### config.mk
export PLATFORM = sky130hd
export DESIGN_NAME = lenet_weight_loader
export DESIGN_NICKNAME = d
export VERILOG_FILES = /design/src/rtl/lenet_weight_loader.sv
export SDC_FILE = /design/constraint.sdc
export NUM_CORES = 1
export LEC_CHECK = 0
export ABC_AREA = 1
export CORE_MARGIN = 2
export CORE_UTILIZATION = 43
export DETAILED_ROUTE_END_ITERATION = 12
export PLACE_DENSITY_LB_ADDON = 0.05
export SYNTH_ARGS = -nofsm -noshare
export SYNTH_HDL_FRONTEND = slang
export SYNTH_SLANG_ARGS = --single-unit
### constraint.sdc
create_clock -name clk_i -period 1.74 [get_ports clk_i]
set_clock_uncertainty 0.05 [all_clocks]
set_input_delay 0.261 -clock clk_i [delete_from_list [all_inputs] [get_ports clk_i]]
set_output_delay 0.261 -clock clk_i [all_outputs]
set_load 0.05 [all_outputs]
### src/rtl/lenet_weight_loader.sv
`timescale 1ns/1ps
`default_nettype none
// ============================================================================
// Module   : lenet_weight_loader
// Function : looks up a layer's weight/bias block, fetches it over a pipelined
//            read port and streams it word by word into the weight buffer
// Revision : 1.0  initial release
// ============================================================================
module lenet_weight_loader #(
  parameter int          DATA_W          = 32,
  parameter int          WBUF_AW         = 12,
  parameter int          MAX_OUTSTANDING = 4,
  parameter logic [31:0] L1_BASE         = 32'h0001_0000,
  parameter int          L1_WORDS        = 156,
  parameter logic [31:0] L2_BASE         = 32'h0001_1000,
  parameter int          L2_WORDS        = 2416
) (
  input  logic               clk_i,
  input  logic               rst_async_n_i,
  input  logic               req_load_weight_i,
  input  logic [3:0]         layer_id_i,
  output logic               weight_loaded_o,
  output logic               err_bad_layer_o,
  output logic               busy_o,
  output logic               mem_req_o,
  output logic [31:0]        mem_addr_o,
  input  logic               mem_gnt_i,
  input  logic               mem_rvalid_i,
  input  logic [DATA_W-1:0]  mem_rdata_i,
  output logic               wbuf_we_o,
  output logic [WBUF_AW-1:0] wbuf_addr_o,
  output logic [DATA_W-1:0]  wbuf_wdata_o
);

  localparam int c_cnt_w = WBUF_AW + 1;
  localparam int c_out_w = $clog2(MAX_OUTSTANDING + 1);

  localparam logic [c_cnt_w-1:0] c_cnt_one = c_cnt_w'(1);
  localparam logic [c_out_w-1:0] c_out_one = c_out_w'(1);
  localparam logic [c_out_w-1:0] c_max_out = c_out_w'(MAX_OUTSTANDING);

  localparam logic [2:0] c_st_idle  = 3'd0;
  localparam logic [2:0] c_st_fetch = 3'd1;
  localparam logic [2:0] c_st_abort = 3'd2;
  localparam logic [2:0] c_st_done  = 3'd3;
  localparam logic [2:0] c_st_err   = 3'd4;

  logic [2:0]          r_state;
  logic [2:0]          w_next_state;
  logic [31:0]         r_base;
  logic [c_cnt_w-1:0]  r_count;
  logic [c_cnt_w-1:0]  r_issued;
  logic [c_cnt_w-1:0]  r_received;
  logic [c_out_w-1:0]  r_outstanding;
  logic                r_we;
  logic [WBUF_AW-1:0]  r_waddr;
  logic [DATA_W-1:0]   r_wdata;

  logic                w_valid_id;
  logic                w_mem_req;
  logic                w_gnt_fire;
  logic                w_rv_fire;
  logic                w_capture;
  logic                w_last_write;
  logic [31:0]         w_addr;

  assign w_valid_id = (layer_id_i == 4'd1) || (layer_id_i == 4'd2);
  assign w_mem_req  = (r_state == c_st_fetch) && (r_issued < r_count) &&
                      (r_outstanding < c_max_out);
  assign w_gnt_fire = w_mem_req && mem_gnt_i;
  // Returns with nothing in flight are stray and must not disturb the counters.
  assign w_rv_fire  = ((r_state == c_st_fetch) || (r_state == c_st_abort)) &&
                      mem_rvalid_i && (r_outstanding != '0);
  // Data returned in the cycle the request drops is counted but never written.
  assign w_capture  = w_rv_fire && (r_state == c_st_fetch) && req_load_weight_i;
  assign w_last_write = r_we && ({1'b0, r_waddr} == (r_count - c_cnt_one));
  assign w_addr     = r_base + (32'(r_issued) << 2);

  always_ff @(posedge clk_i or negedge rst_async_n_i) begin
    if (!rst_async_n_i) begin
      r_state <= c_st_idle;
    end else begin
      r_state <= w_next_state;
    end
  end

  always_comb begin
    w_next_state = r_state;
    case (r_state)
      c_st_idle: begin
        if (req_load_weight_i) begin
          w_next_state = w_valid_id ? c_st_fetch : c_st_err;
        end
      end
      c_st_fetch: begin
        if (!req_load_weight_i) begin
          w_next_state = c_st_abort;
        end else if (w_last_write) begin
          w_next_state = c_st_done;
        end
      end
      c_st_abort: begin
        if ((r_outstanding == '0) || ((r_outstanding == c_out_one) && w_rv_fire)) begin
          w_next_state = c_st_idle;
        end
      end
      c_st_done, c_st_err: begin
        if (!req_load_weight_i) begin
          w_next_state = c_st_idle;
        end
      end
      default: w_next_state = c_st_idle;
    endcase
  end

  always_comb begin
    busy_o          = 1'b0;
    weight_loaded_o = 1'b0;
    err_bad_layer_o = 1'b0;
    mem_req_o       = 1'b0;
    mem_addr_o      = '0;
    case (r_state)
      c_st_fetch: begin
        busy_o     = 1'b1;
        mem_req_o  = w_mem_req;
        mem_addr_o = w_mem_req ? w_addr : '0;
      end
      c_st_abort: begin
        busy_o = 1'b1;
      end
      c_st_done: begin
        busy_o          = 1'b1;
        weight_loaded_o = 1'b1;
      end
      c_st_err: begin
        busy_o          = 1'b1;
        weight_loaded_o = 1'b1;
        err_bad_layer_o = 1'b1;
      end
      default: ;
    endcase
  end

  always_ff @(posedge clk_i or negedge rst_async_n_i) begin
    if (!rst_async_n_i) begin
      r_base        <= '0;
      r_count       <= '0;
      r_issued      <= '0;
      r_received    <= '0;
      r_outstanding <= '0;
      r_we          <= 1'b0;
      r_waddr       <= '0;
      r_wdata       <= '0;
    end else begin
      if (r_state == c_st_idle) begin
        r_issued      <= '0;
        r_received    <= '0;
        r_outstanding <= '0;
        if (req_load_weight_i && (layer_id_i == 4'd1)) begin
          r_base  <= L1_BASE;
          r_count <= c_cnt_w'(L1_WORDS);
        end else if (req_load_weight_i && (layer_id_i == 4'd2)) begin
          r_base  <= L2_BASE;
          r_count <= c_cnt_w'(L2_WORDS);
        end
      end else begin
        if (w_gnt_fire) begin
          r_issued <= r_issued + c_cnt_one;
        end
        if (w_rv_fire) begin
          r_received <= r_received + c_cnt_one;
        end
        if (w_gnt_fire && !w_rv_fire) begin
          r_outstanding <= r_outstanding + c_out_one;
        end else if (!w_gnt_fire && w_rv_fire) begin
          r_outstanding <= r_outstanding - c_out_one;
        end
      end
      r_we <= w_capture;
      if (w_capture) begin
        r_waddr <= r_received[WBUF_AW-1:0];
        r_wdata <= mem_rdata_i;
      end
    end
  end

  assign wbuf_we_o    = r_we;
  assign wbuf_addr_o  = r_waddr;
  assign wbuf_wdata_o = r_wdata;

endmodule
`default_nettype wire

==> results_dict.tcl, run 1 <==
set metrics [dict create \
    grt_pass1_wl_mm 18.3 \
    antenna_found_initial 0 \
    power.density_nw_per_um2 1120 \
    violations "negative setup slack" \
    cts.clk_slew.worst_paths_ps 90 \
    p_sw_w 0.00352 \
    fp.dieW_um 103 \
    insertion_delay_ps 370 \
    syn_area_um2 4230 \
    drtAntennaViolNets 0 \
    wl_met2_mm 6.72 \
    path_max_fanout 7 \
    fp.dieH_um 103 \
    grt_setup_unrepaired "true" \
    rows 36 \
    seq_area_frac_synth_pct 46.7 \
    max-vdd-ir-drop_uv 731 \
    highest_layer "met4" \
    drc 0 \
    p_int_w 0.00431 \
    synth_cell_types 34 \
    cts_root_buf "clkbuf_8" \
    post_drt_wl_per_cell_um 14.5 \
    crit_required_ps 1430 \
    swShare_pct 45.0 \
    final_nets 771 \
    grt_start_max_net_pins 36 \
    final_common_cell "nand2_1" \
    h-tree-depth 3 \
    die_area_um2 10700 \
    dr.pass1.iters 4 \
    setup.worst_path.class "reg -> out" \
    diodes 0 \
    dpl.hpwl_mm 7.92 \
    core_um2 9680 \
    synthToLayoutAreaGrowth_pct 65.6 \
    pwr-share-seq_pct 29.0 \
    setup_viol 79 \
    timing.hold.ws_ps 262 \
    finalSetupTns_ps -20860 \
    post-route-period-util_pct 140 \
    ys_warn_count 0 \
    drive_gt1_share_pct 38.2 \
    drt_iter0_markers 167 \
    status "finished, violations left" \
    grt.total_usage_pct 22.3 \
    m1WireLength_mm 4.92 \
    wirelength_mm 12.3 \
    grt-ovfl-total 0 \
    clkSinkCount 79 \
    dr_wl_met3_um 502 \
    clkPwrFrac_pct 19.1 \
    synthCells 533 \
    maxCapViolations 0 \
    critPathArrivalTime_ps 2120 \
    routabilityCongestion 0.897 \
    vias_per_cell 4.86 \
    hp-class "in -> async" \
    ys_seq_elements 79 \
    fmax_mhz 411 \
    finalMaxSlewViolations 0 \
    min_period_ps 2430 \
    final_core_utilization_pct 72.4 \
    final_cell_mix "nand2_1 (152), buf_4 (96), dfrtp_1 (79)" \
    vias 4135 \
    start_kind "flop" \
    grt_pass1_vias 3912 \
    worstSetupEndpointType "output pin" \
    numPortBuffers 103 \
    cts_buffers 9 \
    start_util_pct 43.7 \
    pwr-share-comb_pct 51.9 \
    clockBufferDepth 2 \
    hold_viol 0 \
    setup_slack_ps -690 \
    num_io_pins 122 \
    leakage_nw 3.40 \
    cts_tree "yes" \
    avgSynthCellArea_um2 7.94 \
]
per-layer routing:
layer,up-vias,track usage (%)
li1,2036,-
met1,1977,27.1
met2,107,39.7
met3,15,4.44
met4,0,7.09
met5,-,0
worst paths after layout:
path / depth (start not counted) / startpoint / to / slack (ps)
hold reg to reg: 2 / wbuf_wdata_o[29] / wbuf_wdata_o[29] / 440
min in group clk_i: 3 / mem_rdata_i[28] / wbuf_wdata_o[28] / 370
setup reg to reg: 17 / r_count[7] / r_issued[5] / -540
setup / recovery: 13 / r_count[7] / mem_addr_o[7] / -690
hold / removal: 2 / rst_async_n_i / r_outstanding[0] / 260
max in group asynchronous: 3 / rst_async_n_i / wbuf_addr_o[8] / 830
registers in the layout (all words and copies together) (netlist names):
register	count
wbuf_wdata_o	32
r_issued	13
r_received	12
wbuf_addr_o	12
r_outstanding	3
r_state	3
r_count	2
r_base	1
wbuf_we_o	1
metrics by stage:
step / power [W] / instance area [um^2] / setup WS, ps / instances
floorplan: 0.00444 / 4480 / -640 / 550
global placement: 0.00556 / 5880 / -308 / 798
detailed placement: 0.00560 / 5880 / -359 / 798
CTS: 0.00743 / 6380 / -660 / 827
global route: 0.00825 / 7010 / -784 / 851
finish: 0.00783 / 7010 / -690 / 851
critical path, cell delays in order, from the launching register on:
cell and delay, ps:
dfrtp_1 410, inv_2 110, ha_4 210, nand2_2 60, inv_2 30, nand2_1 40
nand2_1 50, nand2_1 80, nand3_2 110, a21oi_4 200, buf_6 140, inv_8 60
nor2_4 110, buf_12 140
power groups by stage:
stage                     Combinational [W]  Clock (W)  Sequential [W]
after detailed placement            0.00331          0         0.00229
after global placement              0.00327          0         0.00229
after floorplan                     0.00153          0         0.00291
after global routing                0.00432    0.00163         0.00230
after CTS                           0.00365    0.00152         0.00226
final                               0.00406    0.00149         0.00227
Yosys cell counts:
cell type | n | share of area, %
buf_6 | 2 | 0.53
clkinv_2 | 1 | 0.12
nand2_4 | 2 | 0.53
clkbuf_1 | 2 | 0.18
nand3_2 | 4 | 0.95
nor3_2 | 2 | 0.47
inv_1 | 45 | 4.0
ha_1 | 17 | 5.0
a21oi_1 | 16 | 1.9
nor2_1 | 52 | 4.6
buf_4 | 21 | 3.7
xnor2_1 | 6 | 1.2
nor4_1 | 2 | 0.30
o21ai_1 | 12 | 1.4
nor3_1 | 13 | 1.5
o21a_1 | 1 | 0.18
o2bb2ai_1 | 1 | 0.21
nand3_1 | 19 | 2.2
a21oi_2 | 2 | 0.41
o21ai_0 | 18 | 2.1
buf_2 | 5 | 0.59
nand2_2 | 2 | 0.30
nor4_2 | 1 | 0.30
and3_1 | 2 | 0.30
conb_1 | 1 | 0.089
xor2_1 | 5 | 1.0
or2_2 | 1 | 0.15
dfrtp_1 | 79 | 47
o31ai_1 | 3 | 0.53
nand2_1 | 180 | 16
nand4_1 | 10 | 1.5
inv_4 | 1 | 0.15
nand3_4 | 1 | 0.41
inv_2 | 4 | 0.35
layout make-up:
class	instances	area, um^2
clock inverters	7	85.1
repair inverters	1	16.3
inverters	51	229
multi-input cells	392	2520
well taps	133	166
flip-flops and latches	79	1980
repair buffers	179	1900
fillers	732	2670
clock buffers	9	124
kinds of logic after synthesis:
logic type / after synthesis / synth area share (%)
and+or+nand+nor: 291 / 29.5
xor gates and xnor gates: 11 / 2.28
other: 1 / 0.0886
adders and majority gates: 17 / 5.02
buffers and inverters: 81 / 9.63
AOI/OAI and AO/OA: 53 / 6.77
DFF: 79 / 46.7
what timing repair did:
action	4_1_cts	5_1_grt
buffers inserted	10	19
hold buffers	1	0
resized for setup	47	93
gates cloned	2	7
hold endpoints to repair	16	0
setup endpoints to repair	59	87
pin swaps	14	28
(Power assumes the default switching activity.)
==> run 2: changes to the inputs <==
--- a/config.mk
+++ b/config.mk
@@ -6,7 +6,6 @@
 export NUM_CORES = 1
 export LEC_CHECK = 0
 export ABC_AREA = 1
-export CORE_MARGIN = 2
 export CORE_UTILIZATION = 43
 export DETAILED_ROUTE_END_ITERATION = 12
 export PLACE_DENSITY_LB_ADDON = 0.05
==> run 2 against run 1 <==
Effect of this change: utilization decreased by 2.6 points; cell count decreased by 3.2%; critical path depth decreased by 3; critical path type unchanged; the run still ends with negative setup slack left; clock power decreased by 9%; flip-flop and latch count unchanged; hold slack improved by 120 ps; design area decreased by 6.8%.
==> results_dict.tcl, run 2 (synthesis results as in run 1) <==
set metrics [dict create \
    final_common_cell "nand2_1" \
    drive_gt1_share_pct 32.4 \
    dpl-instance-area_um2 5890 \
    fmax_mhz 417 \
    fp.dieW_um 101 \
    max-vdd-ir-drop_uv 612 \
    dpl.hpwl_mm 7.77 \
    routabilityCongestion 0.911 \
    clkSinkCount 79 \
    grt_pass1_vias 3772 \
    drt_iter0_markers 224 \
    h-tree-depth 3 \
    crit_required_ps 1430 \
    start_kind "flop" \
    fin_area_um2 6540 \
    cts_buffers 9 \
    rows 35 \
    cts_tree "yes" \
    fp.dieH_um 101 \
    dr.pass1.iters 4 \
    finalMaxSlewViolations 0 \
    numPortBuffers 103 \
    largest_reg_flops 32 \
    grt.total_usage_pct 22.1 \
    leakage_nw 3.17 \
    core_um2 9370 \
    fillerInstances 739 \
    post_drt_wl_per_cell_um 13.1 \
    grt_setup_unrepaired "true" \
    cts.clk_slew.worst_paths_ps 100 \
    diodes 0 \
    clockBufferDepth 2 \
    final_nets 748 \
    die_area_um2 10200 \
    path_max_fanout 7 \
    violations "negative setup slack" \
    finalSetupTns_ps -13860 \
    dp.cells 794 \
    cts_root_buf "clkbuf_8" \
    grt_start_max_net_pins 80 \
    pre_cts_ws_ps -305 \
    maxCapViolations 0 \
    setup.worst_path.class "reg -> out" \
    grt-ovfl-total 0 \
    insertion_delay_ps 360 \
    drc 0 \
    antenna_found_initial 0 \
    instances_no_fill 824 \
    final_cell_mix "nand2_1 (170), buf_4 (89), dfrtp_1 (78)" \
    drtAntennaViolNets 0 \
    power.density_nw_per_um2 1150 \
    num_io_pins 122 \
    min_period_ps 2400 \
    status "finished, violations left" \
    worstSetupEndpointType "output pin" \
    start_util_pct 45.2 \
    wirelength_mm 10.8 \
    hp-class "in -> async" \
    hold_viol 0 \
    grt_pass1_wl_mm 17.4 \
    setup_viol 34 \
    vias_per_cell 4.80 \
    setup_slack_ps -658 \
    post-route-period-util_pct 138 \
    vias 3958 \
    synthToLayoutAreaGrowth_pct 54.4 \
    critPathArrivalTime_ps 2090 \
]
## run 2: critical path, stage by stage (launching register included)
cell,delay (ps)
dfrtp_1,360
inv_2,70
buf_4,160
ha_1,210
nor3_2,220
nand2_2,110
a21oi_4,150
buf_12,150
inv_6,70
nor2_4,100
buf_12,140
## run 2: per-stage QoR
stage / hold WS, ps / total power, W / utilization, %
global route: 377 / 0.00791 / 69.7
global placement: 267 / 0.00555 / 62.8
detailed placement: 270 / 0.00561 / 62.8
CTS: 372 / 0.00724 / 67.5
finish: 381 / 0.00751 / 69.7
floorplan: -84.6 / 0.00444 / -
## run 2: layout make-up
type                       count  area, um^2  area share (%)
multi-input combinational    391        2350            36.0
sequential                    79        1980            30.3
timing repair buffer         157        1620            24.7
inverter                      51         231            3.54
tap                          129         161            2.47
clock buffer                  11         131            2.01
clock inverter                 5        56.3           0.861
timing repair inverter         1        8.76           0.134
## run 2: timing repair
action                     CTS  global route
hold buffers                 1             0
buffers inserted             6             5
hold endpoints to repair    79             0
setup endpoints to repair   71            80
gates cloned                 2             0
resized for setup           28            53
pin swaps                   15            17
## run 2: final timing paths
check                                    to             start  slack, ps  cells past startpoint
setup / recovery              mem_addr_o[4]        r_base[12]       -660                     10
hold / removal             r_outstanding[2]     rst_async_n_i        380                      3
setup reg to reg               r_issued[11]       r_issued[8]       -310                     11
hold reg to reg            wbuf_wdata_o[19]  wbuf_wdata_o[19]        440                      2
max in group asynchronous        r_state[0]     rst_async_n_i        880                      3
min in group clk_i          wbuf_wdata_o[6]    mem_rdata_i[6]        390                      3
## run 2: per-layer routing
layer	track usage, %	vias to the layer above	wire (um)
met3	4.42	14	408
met5	0	-	0
li1	-	1982	-
met1	26.6	1852	4560
met2	38.4	110	5650
met4	9.36	0	190
## run 2: power breakdown
part	internal [W]	switching [W]
Combinational	0.00146	0.00241
Clock	0.000666	0.000696
Sequential	0.00209	0.000184
Total	0.00422	0.00329
==> RTL edit 1 (settings of run 1) <==
Set the parameter `WBUF_AW` to 11 (it was 12).
--- a/src/rtl/lenet_weight_loader.sv
+++ b/src/rtl/lenet_weight_loader.sv
@@ -9,5 +9,5 @@
 module lenet_weight_loader #(
   parameter int          DATA_W          = 32,
-  parameter int          WBUF_AW         = 12,
+  parameter int          WBUF_AW         = 11,
   parameter int          MAX_OUTSTANDING = 4,
   parameter logic [31:0] L1_BASE         = 32'h0001_0000,
Ports: changed (resized wbuf_addr_o); port bits go from 122 to 121. No check against the original RTL was run, so the function may have changed too.
==> RTL edit 1 against run 1 <==
  * The run still ends with negative setup slack left
  * Design area down 7.0%
  * Power down 0.54%
  * Area after synthesis down 2.2%
  * Worst setup slack worse by 0.0041 ns
  * Wire length down 12%
  * Clock power up 10%
  * Sequential cell count down 3
  * Via count down 5.4%
  * Largest cell class unchanged
  * Highest routed layer unchanged
==> RTL edit 1: results (changes against run 1) <==
- Status: finished, violations left
- Violated checks: negative setup slack
- Leak Pwr: 3.13 nW (-7.8%)
- Critical Path Sink: mem_addr_o[10]
- Longest Clk Path Bufs: 2 (unchanged)
- Top post-synthesis cells by area: dfrtp_1, nand2_1, ha_1
- Seq/Total Area, Yosys: 45.9% (-0.78 points)
- Pre-CTS WS: -0.372 ns (-0.0124 ns)
- Via density: 4.77 (-1.8%)
- RePlAce Congestion: 0.910 (+1.4%)
- Met3 Use GR: 4.99% (+0.56 points)
- Ys async rst share: 100% (unchanged)
- Synth cell count leaders: nand2_1, dfrtp_1, inv_1
- First-pass GRT wire length: 17.4 mm (-4.9%)
- Met1 GRT Util: 25.2% (-1.9 points)
- # diodes: 0 (unchanged)
- Hold WS: 0.315 ns (+0.0531 ns)
- Nets@finish: 745 (-3.4%)
- First drt pass iteration count: 4 (unchanged)
- Cells after Synth: 520 (-2.4%)
- Cell area after placement: 5830 um2 (-0.85%)
- Worst reg2reg path depth: 12 (-5)
- Buffers on Ports: 102 (-0.97%)
- Routed wl met2: 5.59 mm (-17%)
- Number of flip-flops under the largest register name: 32 (unchanged)
- Setup crit start: r_base[12]
- Crit path arrival time: 2.12 ns (about the same)
- Vias in the first global route: 3865 (-1.2%)
- Clk Latency, worst-skew pair: 0.35 ns (-0.02 ns)
- Layout cells sized above 1: 35.9% (-2.3 points)
- 1st-iter DRT viols: 154 (-7.8%)
- RR Endpoint: r_issued[11]
- Setup TNS: -14.61 ns (+6.25 ns)
- Largest net degree at the start of global routing: 39 (+8.3%)
- Clock H-tree levels: 3 (unchanged)
- Top sig layer: met4
- Reg2reg setup slack: -0.34 ns (+0.20 ns)
- Number of fill cells: 749 (+2.3%)
- Slack of the critical path: -0.694 ns (-0.00407 ns)
- # placed instances: 785 (-1.6%)
- Total Routing Usage GR: 21.2% (-1.0 points)
- Routed len/inst: 13.1 um (-9.1%)
- M1 WL: 4.53 mm (-7.9%)
- HPWL Detailed: 8.02 mm (+1.3%)
- Non-Filler Instances: 820 (-3.6%)
- Num CTS Buffers: 9 (unchanged)
- Clk pin slew, worst setup/hold paths: 0.08 ns
- Yosys warns: 0 (unchanged)
- CP Max Fanout: 14 (+7)
- Final setup violation count: 37 (-53%)
- Hold Crit Class: in2async
- Met2 Track Usage GR: 37.8% (-1.9 points)
- Maximum vdd drop: 754 uV (+3.1%)
- Met3 WL post-DR: 472 um (-6.0%)
- Distinct cells, synth: 43 (+26%)
RTL edit 1: report_power, final:
part	leakage, nW	switching (mW)	internal, mW
combinational	1.99	2.40	1.59
clock	0.112	0.693	0.948
sequential	1.03	0.149	2.00
total	3.13	3.24	4.54
RTL edit 1: worst min-delay path by stage:
stage                        from                to
detailed placement  rst_async_n_i       r_issued[9]
global route        rst_async_n_i  r_outstanding[0]
global placement    rst_async_n_i       r_issued[5]
finish              rst_async_n_i       r_issued[9]
floorplan           rst_async_n_i        r_base[12]
CTS                 rst_async_n_i       r_issued[9]
RTL edit 1: kinds of logic (layout without fill, tap and decap cells):
group           Yosys count  in the layout  share of synthesized area, %
simple gates            265            266                          27.5
buf+inv                  91            244                          10.9
flops                    76             76                          45.9
compound gates           63             63                          8.97
fa+ha+maj                17             17                          5.13
xor+xnor                  7              7                          1.48
other cells               1             18                        0.0905
RTL edit 1: worst max-delay path, stage by stage, from the launching register on:
cell and delay (ns):
dfrtp_1 0.41, inv_4 0.14, ha_4 0.22, nand2_1 0.06, nand2_1 0.04, nand2_1 0.05, nand2_1 0.06, nand2_2 0.07
nand4_1 0.14, nor2_4 0.19, inv_8 0.12, nor2_4 0.14, buf_12 0.14
RTL edit 1: cell type report:
| cell class | instances | area [um2] | share of cell area, % |
|---|---|---|---|
| inverter | 58 | 240 | 3.68 |
| timing repair buffer | 171 | 1700 | 26.0 |
| clock buffer | 9 | 124 | 1.90 |
| clock inverter | 6 | 114 | 1.75 |
| multi-input combinational | 371 | 2290 | 35.0 |
| tap | 129 | 161 | 2.47 |
| sequential | 76 | 1900 | 29.2 |
RTL edit 1: repair_timing:
action	in CTS	in global routing
gates resized for setup	42	54
endpoints found under the setup margin	40	88
buffers inserted	13	9
pin swaps	11	14
hold buffers	1	0
gates cloned	1	0
endpoints found under the hold margin	23	0
==> RTL edit 2 (settings of run 1) <==
Without the edit above. Register the output `err_bad_layer_o`, without a reset; this adds one clock of latency there. The other outputs are not delayed to match.
--- a/src/rtl/lenet_weight_loader.sv
+++ b/src/rtl/lenet_weight_loader.sv
@@ -45,4 +45,6 @@
   localparam logic [2:0] c_st_done  = 3'd3;
   localparam logic [2:0] c_st_err   = 3'd4;
+
+  logic err_bad_layer_d;
 
   logic [2:0]          r_state;
@@ -117,5 +119,5 @@
     busy_o          = 1'b0;
     weight_loaded_o = 1'b0;
-    err_bad_layer_o = 1'b0;
+    err_bad_layer_d = 1'b0;
     mem_req_o       = 1'b0;
     mem_addr_o      = '0;
@@ -136,5 +138,5 @@
         busy_o          = 1'b1;
         weight_loaded_o = 1'b1;
-        err_bad_layer_o = 1'b1;
+        err_bad_layer_d = 1'b1;
       end
       default: ;
@@ -189,4 +191,8 @@
   assign wbuf_wdata_o = r_wdata;
 
+  always_ff @(posedge clk_i) begin
+    err_bad_layer_o <= err_bad_layer_d;
+  end
+
 endmodule
 `default_nettype wire
Function: changed (a bounded check fails within 4 cycles, from zero or initial values and one cycle with rst_async_n_i low).
==> RTL edit 2 against run 1 <==
  * Design area rose by 1.8%
  * Wire length is 7.5% higher
  * Clock power shrank 18%
  * Sequential power is 3% higher
  * Critical path type unchanged
  * Worst setup slack worse by 0.044 ns
  * Power shrank 6.0%
  * The flow still finishes with violations (negative setup slack)
  * Sequential cell count increased by 1
  * Register-to-register slack better by 0.14 ns
  * Hold slack improved by 0.13 ns
  * Area after synthesis up 0.47%
==> RTL edit 2: results (changes against run 1) <==
- Multi-input gate area: 2660 um2 (+5.8%)
- HPWL Detailed: 7.82 mm (-1.3%)
- Final setup violation count: 74 (-6.3%)
- Hold WS: 0.395 ns (+0.133 ns)
- Routed Wire Length: 13.2 mm (+7.5%)
- Total Routing Usage GR: 21.7% (-0.55 points)
- Vias in the first global route: 3818 (-2.4%)
- Crit path arrival time: 2.16 ns (+0.04 ns)
- 1st-iter DRT viols: 143 (-14%)
- Number of fill cells: 717 (-2.0%)
- Largest net degree at the start of global routing: 80 (+120%)
- Layout cells sized above 1: 42.7% (+4.6 points)
- Seq/Total Area, Yosys: 46.9% (+0.25 points)
- Cells after Synth: 534 (+0.19%)
- Nets@finish: 770 (-0.13%)
- Pre-CTS WS: -0.354 ns (+0.00508 ns)
- Distinct cells, synth: 35 (+2.9%)
- Leak Pwr: 3.51 nW (+3.4%)
- RR Endpoint: r_issued[8]
- Worst reg2reg path depth: 13 (-4)
- RePlAce Congestion: 0.890 (-0.75%)
- Violated checks: negative setup slack
- Status: finished, violations left
- Net switching power: 3.36 mW (-4.6%)
- Clk Latency, worst-skew pair: 0.35 ns (-0.02 ns)
- Top post-synthesis cells by area: dfrtp_1, nand2_1, ha_1
- Via density: 4.99 (+2.8%)
- Slack of the critical path: -0.734 ns (-0.0440 ns)
-- RTL edit 2: cell types whose count changed after synthesis, sizes merged --
| cell | before | now |
|---|---|---|
| dfxtp | 0 | 1 |
-- RTL edit 2: how the worst max path moves through the flow --
stage	end	slack [ns]	from
6_report	mem_addr_o[11]	-0.73	r_base[12]
5_1_grt	mem_addr_o[16]	-0.82	r_base[12]
4_1_cts	mem_addr_o[9]	-0.62	r_base[12]
3_5_place_dp	r_state[1]	-0.35	r_count[7]
3_3_place_gp	mem_addr_o[4]	-0.29	r_issued[4]
2_1_floorplan	mem_addr_o[10]	-0.64	r_count[7]
-- RTL edit 2: what timing repair did --
item	in CTS	in global routing
cloned	3	14
pin swaps	16	31
endpoints found under the setup margin	35	84
hold buffers	1	0
gates resized for setup	39	142
buffers inserted	12	9
endpoints found under the hold margin	79	0
-- RTL edit 2: cells by family after synthesis --
family                     after synthesis  synth area share (%)
and+or+nand+nor                        291                  29.4
buffers and inverters                   81                  9.59
DFF                                     80                  46.9
AOI/OAI and AO/OA                       53                  6.74
adders and majority gates               17                  5.00
xor gates and xnor gates                11                  2.26
other                                    1                0.0882
-- RTL edit 2: area by class of cell --
cell class,count,area share [%]
Tap cell,133,2.33
Timing Repair Buffer,176,26.5
Sequential cell,80,28.0
Clock buffer,10,1.79
Clock inverter,5,0.473
Multi-Input combinational cell,393,37.3
Timing Repair inverter,1,0.281
Inverter,51,3.28
-- RTL edit 2: routing by layer --
layer | track usage (%) | routed length, um | vias to the layer above
met5 | 0 | 0 | -
met4 | 9.11 | 421 | 0
met3 | 3.97 | 645 | 37
met2 | 36.2 | 6820 | 151
met1 | 27.8 | 5340 | 2020
li1 | - | - | 2032
